## src/rtl/scanline_fx.sv

```systemverilog
// scanline_fx: CRT scanline emulation on the scandoubled pixel stream.
// The colour path is two ce_pix stages deep. Syncs and blanks travel
// alongside the colour so all outputs stay aligned. Every other line is
// darkened by a strength that is latched at each vsync rising edge.
module scanline_fx #(
  parameter int HALF_DEPTH = 0,
  localparam int DW = (HALF_DEPTH != 0) ? 3 : 7
) (
  input  logic          clk_vid,
  input  logic          reset,
  input  logic          ce_pix,
  input  logic [1:0]    scanlines,
  input  logic          phase,
  input  logic          hs_in,
  input  logic          vs_in,
  input  logic          hb_in,
  input  logic          vb_in,
  input  logic [DW:0]   r_in,
  input  logic [DW:0]   g_in,
  input  logic [DW:0]   b_in,
  output logic          ce_pix_out,
  output logic          hs_out,
  output logic          vs_out,
  output logic          hb_out,
  output logic          vb_out,
  output logic [DW:0]   r_out,
  output logic [DW:0]   g_out,
  output logic [DW:0]   b_out
);

  // Line tracking and latched darkening mode
  logic       hs_prev_q, vs_prev_q;
  logic       line_odd_q;
  logic [1:0] mode_lat_q;

  // Stage 1 registers
  logic [DW:0] r1_q, g1_q, b1_q;
  logic        hs1_q, vs1_q, hb1_q, vb1_q;
  logic        dark_q, blank_q;

  // Per-channel shading. mode 0 with dark set only happens for pixels still
  // in flight across a vs edge (inside vblank), so it simply passes through.
  function automatic logic [DW:0] shade(input logic [DW:0] c, input logic dk,
                                        input logic bl, input logic [1:0] m);
    logic [DW:0] res;
    res = c;
    if (bl)
      res = '0;
    else if (dk) begin
      case (m)
        2'd1:    res = c - (c >> 2);
        2'd2:    res = c >> 1;
        2'd3:    res = c >> 2;
        default: res = c;
      endcase
    end
    return res;
  endfunction

  // Pixel-enable delay runs on every clock
  always_ff @(posedge clk_vid or posedge reset) begin
    if (reset) ce_pix_out <= 1'b0;
    else       ce_pix_out <= ce_pix;
  end

  // Sync edge detection: vs edge resets line parity and latches the mode,
  // taking priority over a coincident hs toggle
  always_ff @(posedge clk_vid or posedge reset) begin
    if (reset) begin
      hs_prev_q  <= 1'b0;
      vs_prev_q  <= 1'b0;
      line_odd_q <= 1'b0;
      mode_lat_q <= 2'd0;
    end else if (ce_pix) begin
      hs_prev_q <= hs_in;
      vs_prev_q <= vs_in;
      if (~vs_prev_q & vs_in) begin
        line_odd_q <= 1'b0;
        mode_lat_q <= scanlines;
      end else if (~hs_prev_q & hs_in) begin
        line_odd_q <= ~line_odd_q;
      end
    end
  end

  // Stage 1: capture pixel and decide darken/blank from pre-update line parity
  always_ff @(posedge clk_vid or posedge reset) begin
    if (reset) begin
      r1_q    <= '0;
      g1_q    <= '0;
      b1_q    <= '0;
      hs1_q   <= 1'b0;
      vs1_q   <= 1'b0;
      hb1_q   <= 1'b0;
      vb1_q   <= 1'b0;
      dark_q  <= 1'b0;
      blank_q <= 1'b0;
    end else if (ce_pix) begin
      r1_q    <= r_in;
      g1_q    <= g_in;
      b1_q    <= b_in;
      hs1_q   <= hs_in;
      vs1_q   <= vs_in;
      hb1_q   <= hb_in;
      vb1_q   <= vb_in;
      dark_q  <= (mode_lat_q != 2'd0) & (line_odd_q == phase);
      blank_q <= hb_in | vb_in;
    end
  end

  // Stage 2: apply shading and forward syncs/blanks
  always_ff @(posedge clk_vid or posedge reset) begin
    if (reset) begin
      r_out  <= '0;
      g_out  <= '0;
      b_out  <= '0;
      hs_out <= 1'b0;
      vs_out <= 1'b0;
      hb_out <= 1'b0;
      vb_out <= 1'b0;
    end else if (ce_pix) begin
      r_out  <= shade(r1_q, dark_q, blank_q, mode_lat_q);
      g_out  <= shade(g1_q, dark_q, blank_q, mode_lat_q);
      b_out  <= shade(b1_q, dark_q, blank_q, mode_lat_q);
      hs_out <= hs1_q;
      vs_out <= vs1_q;
      hb_out <= hb1_q;
      vb_out <= vb1_q;
    end
  end

endmodule

```

## config.mk

```make
export PLATFORM = sky130hd
export DESIGN_NAME = scanline_fx
export DESIGN_NICKNAME = d
export VERILOG_FILES = /design/src/rtl/scanline_fx.sv
export SDC_FILE = /design/constraint.sdc
export NUM_CORES = 1
export LEC_CHECK = 0
export CORE_UTILIZATION = 59
export CTS_BUF_LIST = sky130_fd_sc_hd__clkbuf_2 sky130_fd_sc_hd__clkbuf_4 sky130_fd_sc_hd__clkbuf_8
export DETAILED_ROUTE_END_ITERATION = 8
export PLACE_DENSITY = 0.87
export SETUP_SLACK_MARGIN = 0.2
export SYNTH_ARGS = -nofsm -noshare
export SYNTH_HDL_FRONTEND = slang
export SYNTH_SLANG_ARGS = --single-unit
```

## constraint.sdc

```tcl
create_clock -name clk_vid -period 3.17 [get_ports clk_vid]
set_clock_uncertainty 0.05 [all_clocks]
set_input_delay 0.634 -clock clk_vid [delete_from_list [all_inputs] [get_ports clk_vid]]
set_output_delay 0.634 -clock clk_vid [all_outputs]
set_load 0.02 [all_outputs]
```

==> reports/results.ini <==
[yosys]
synthMuxAreaShare_pct = 7.95
syn_area_sq_um = 3900
yosysMostFrequentCell = dfrtp_1
synth_ff_type = dfrtp_1
yosysTopAreaCell = dfrtp_1
async_reset_ff_share_pct = 100
yosysSeqAreaShare_pct = 39.8
avgSynthCellArea_sq_um = 9.43
synth_top_family_by_area = compound AO/OA/AOI/OAI gates
synth.distinct_cells = 50
synth_nets = 469
synth-edff-count = 0
synth_top_area_share_pct = 39.8
yosys.area_share.simple_pct = 12.9
netlist_instances = 414
synth-xor-area-share_pct = 0.898
synth_commonest_cells = dfrtp_1, nand2_1, o21ai_0
synth_adder_area_share_pct = 7.31
ys_ff_latch = 62
synthTopCellsByArea = dfrtp_1, ha_1, o21ai_0
synth_compound_area_share_pct = 26.3
synth_warnings = 0

[sta]
final-max-slew-violation-count = 0
setup_viol_count_final = 0
setup-tns-final_ps = 0
rsz0062_at_grt = false
worst_pin_slew_ps = 572
relSlewSlack_pct = 61.8
fin_crit_ps = 2310
finalHoldViolCount = 0
post-route-period-util_pct = 72.7
fmax_ghz = 0.434

[cts]
clockBufferDepth = 2
cts_made_buffers = 9
clock-sinks = 62
cts-root-buf = clkbuf_8
cts_setup_buffers = 0
clkTransAtPathRegs_ps = 80
postCtsHoldBufs = 0
cts_tree = done
h-tree-depth = 3
cts_resized = 0
clock_latency_ps = 360

[global_routing]
grt_pass1_wl_um = 17400
grt_pass1_vias = 3536
grt_max_degree = 33
overflow = 0
track_usage_pct = 31.6
antenna_found_initial = 0

[floorplan]
rows = 29
ios = 63
die_y_um = 83.3
fp.dieArea_sq_um = 6940
core_area_sq_um = 6350
initial_core_util_pct = 61.5
die_w_um = 83.3

[placed_design]
dp_hpwl_um = 7330
gp_congestion = 0.964
dp_cells = 539
numPortBuffers = 62

[routing]
drc_errors = 0
ant_nets = 0
drt_pass1_iterations = 5
wl_um = 10400
route.vias.total = 3592
wire_per_inst_um = 18.8
first_iter_violations = 310
detail_route.vias_per_cell = 6.47

[critical_path]
crit_path_max_fanout = 6
path_buf_inv = 1
slowest_delay_ps = 460
cp_data_arrival_time_ps = 2500
start_kind = flip-flop
crit_path_end_kind = flip-flop
critPathRequiredTime_ps = 3360
cpLargestDelayFamily = compound AO/OA/AOI/OAI gates
critical_path_class = flip-flop to flip-flop
cp_slowest_cell = fa_1
crit_chain = ha_1 -> inv_1 -> fa_1 -> a21o_1 -> a2111oi_0 -> a211oi_1 -> o221a_2

[cells_and_area]
drive_gt1_share_pct = 10.5
layout.nets = 528
syn_to_final_growth_pct = 23.4
num_antenna_cells = 0
fillers = 461
final_cells = 555

[pwr]
ir_drop_mv = 0.421
leakage_nw = 2.12
pwr_density_cell_nw_per_um2 = 560

[run_status]
status = complete, no violations

[job]
drv_cap = 0

[worst_hold_path]
hp-class = flip-flop to flip-flop

power breakdown:
group	total, mW	switching, mW	internal [mW]	leakage [nW]
combinational	0.941	0.528	0.412	1.23
clock	0.778	0.329	0.450	0.110
sequential	0.976	0.0932	0.882	0.776
total	2.69	0.950	1.74	2.12
path summary, 6_finish.rpt:
| check | from | to | slack (ps) | depth (start not counted) |
|---|---|---|---|---|
| worst max-delay path | b1_q[2]$_DFFE_PP0P_ | b_out[4]$_DFFE_PP0P_ | 860 | 7 |
| worst min-delay path | r_out[2]$_DFFE_PP0P_ | r_out[2]$_DFFE_PP0P_ | 440 | 1 |
| worst max register to register | b1_q[2]$_DFFE_PP0P_ | b_out[4]$_DFFE_PP0P_ | 860 | 7 |
| worst min register to register | r_out[2]$_DFFE_PP0P_ | r_out[2]$_DFFE_PP0P_ | 440 | 1 |
| max in group asynchronous | reset | ce_pix_out$_DFF_PP0_ | 1850 | 3 |
| min in group asynchronous | reset | b_out[0]$_DFFE_PP0P_ | 550 | 2 |
kinds of logic after synthesis:
| logic type | Yosys count |
|---|---|
| xor+xnor | 4 |
| compound gates | 151 |
| simple gates | 98 |
| flops | 62 |
| buf+inv | 49 |
| fa+ha+maj | 21 |
| mux | 29 |
state kept, by name (all words and copies together), names as in the netlist, 2 cells and up:
register / flops
b_out: 8
r_out: 8
r1_q: 8
mode_lat_q: 2
g1_q: 8
b1_q: 8
g_out: 8
stage by stage:
step / utilization [%] / total power, mW / worst slack [ps] / hold WS (ps) / cell area [sq um]
after floorplan: - / 1.58 / 945 / 425 / 3900
after global placement: 72.4 / 1.87 / 976 / 414 / 4600
after detailed placement: 72.4 / 1.90 / 911 / 424 / 4600
after CTS: 75.8 / 2.68 / 895 / 442 / 4810
after global routing: 75.8 / 2.82 / 699 / 459 / 4810
final: 75.8 / 2.69 / 864 / 436 / 4810
cell type report:
cell class / instances / area, sq um / share of cell area, %
clock inverters: 6 / 86.3 / 1.79
clock buffers: 10 / 131 / 2.73
repair buffers: 74 / 706 / 14.7
inverters: 23 / 86.3 / 1.79
multi-input cells: 303 / 2160 / 44.8
flip-flops and latches: 62 / 1550 / 32.2
well taps: 77 / 96.3 / 2.00
layout by cell type, fill, tap and decap left out, types with 4 or more instances in the layout:
cell type and count:
a22oi_1 5, dfrtp_1 62, a32oi_1 5, a21oi_1 28
nor2_1 11, nor3_1 4, a211oi_1 7, o2bb2ai_1 4
ha_1 18, mux2i_1 13, o21ai_1 5, buf_4 12
o21ai_0 37, nand2b_1 6, a21o_1 15, inv_1 21
mux2_2 16, a2111oi_0 4, clkbuf_8 9, clkdlybuf4s50_1 61
a22o_1 9, nor2b_1 7, a21boi_0 6, nand3b_1 4
o211ai_1 6, nand3_1 14, nand2_1 37
layer usage:
metal  up-vias  track usage [%]  share of wire, %
met1      1700             41.8                43
met2       200             49.6                48
met5         -                0                 0
met3        32             7.55               7.0
li1       1660                -                 -
met4         0             14.1               2.4
(Power assumes the default switching activity.)
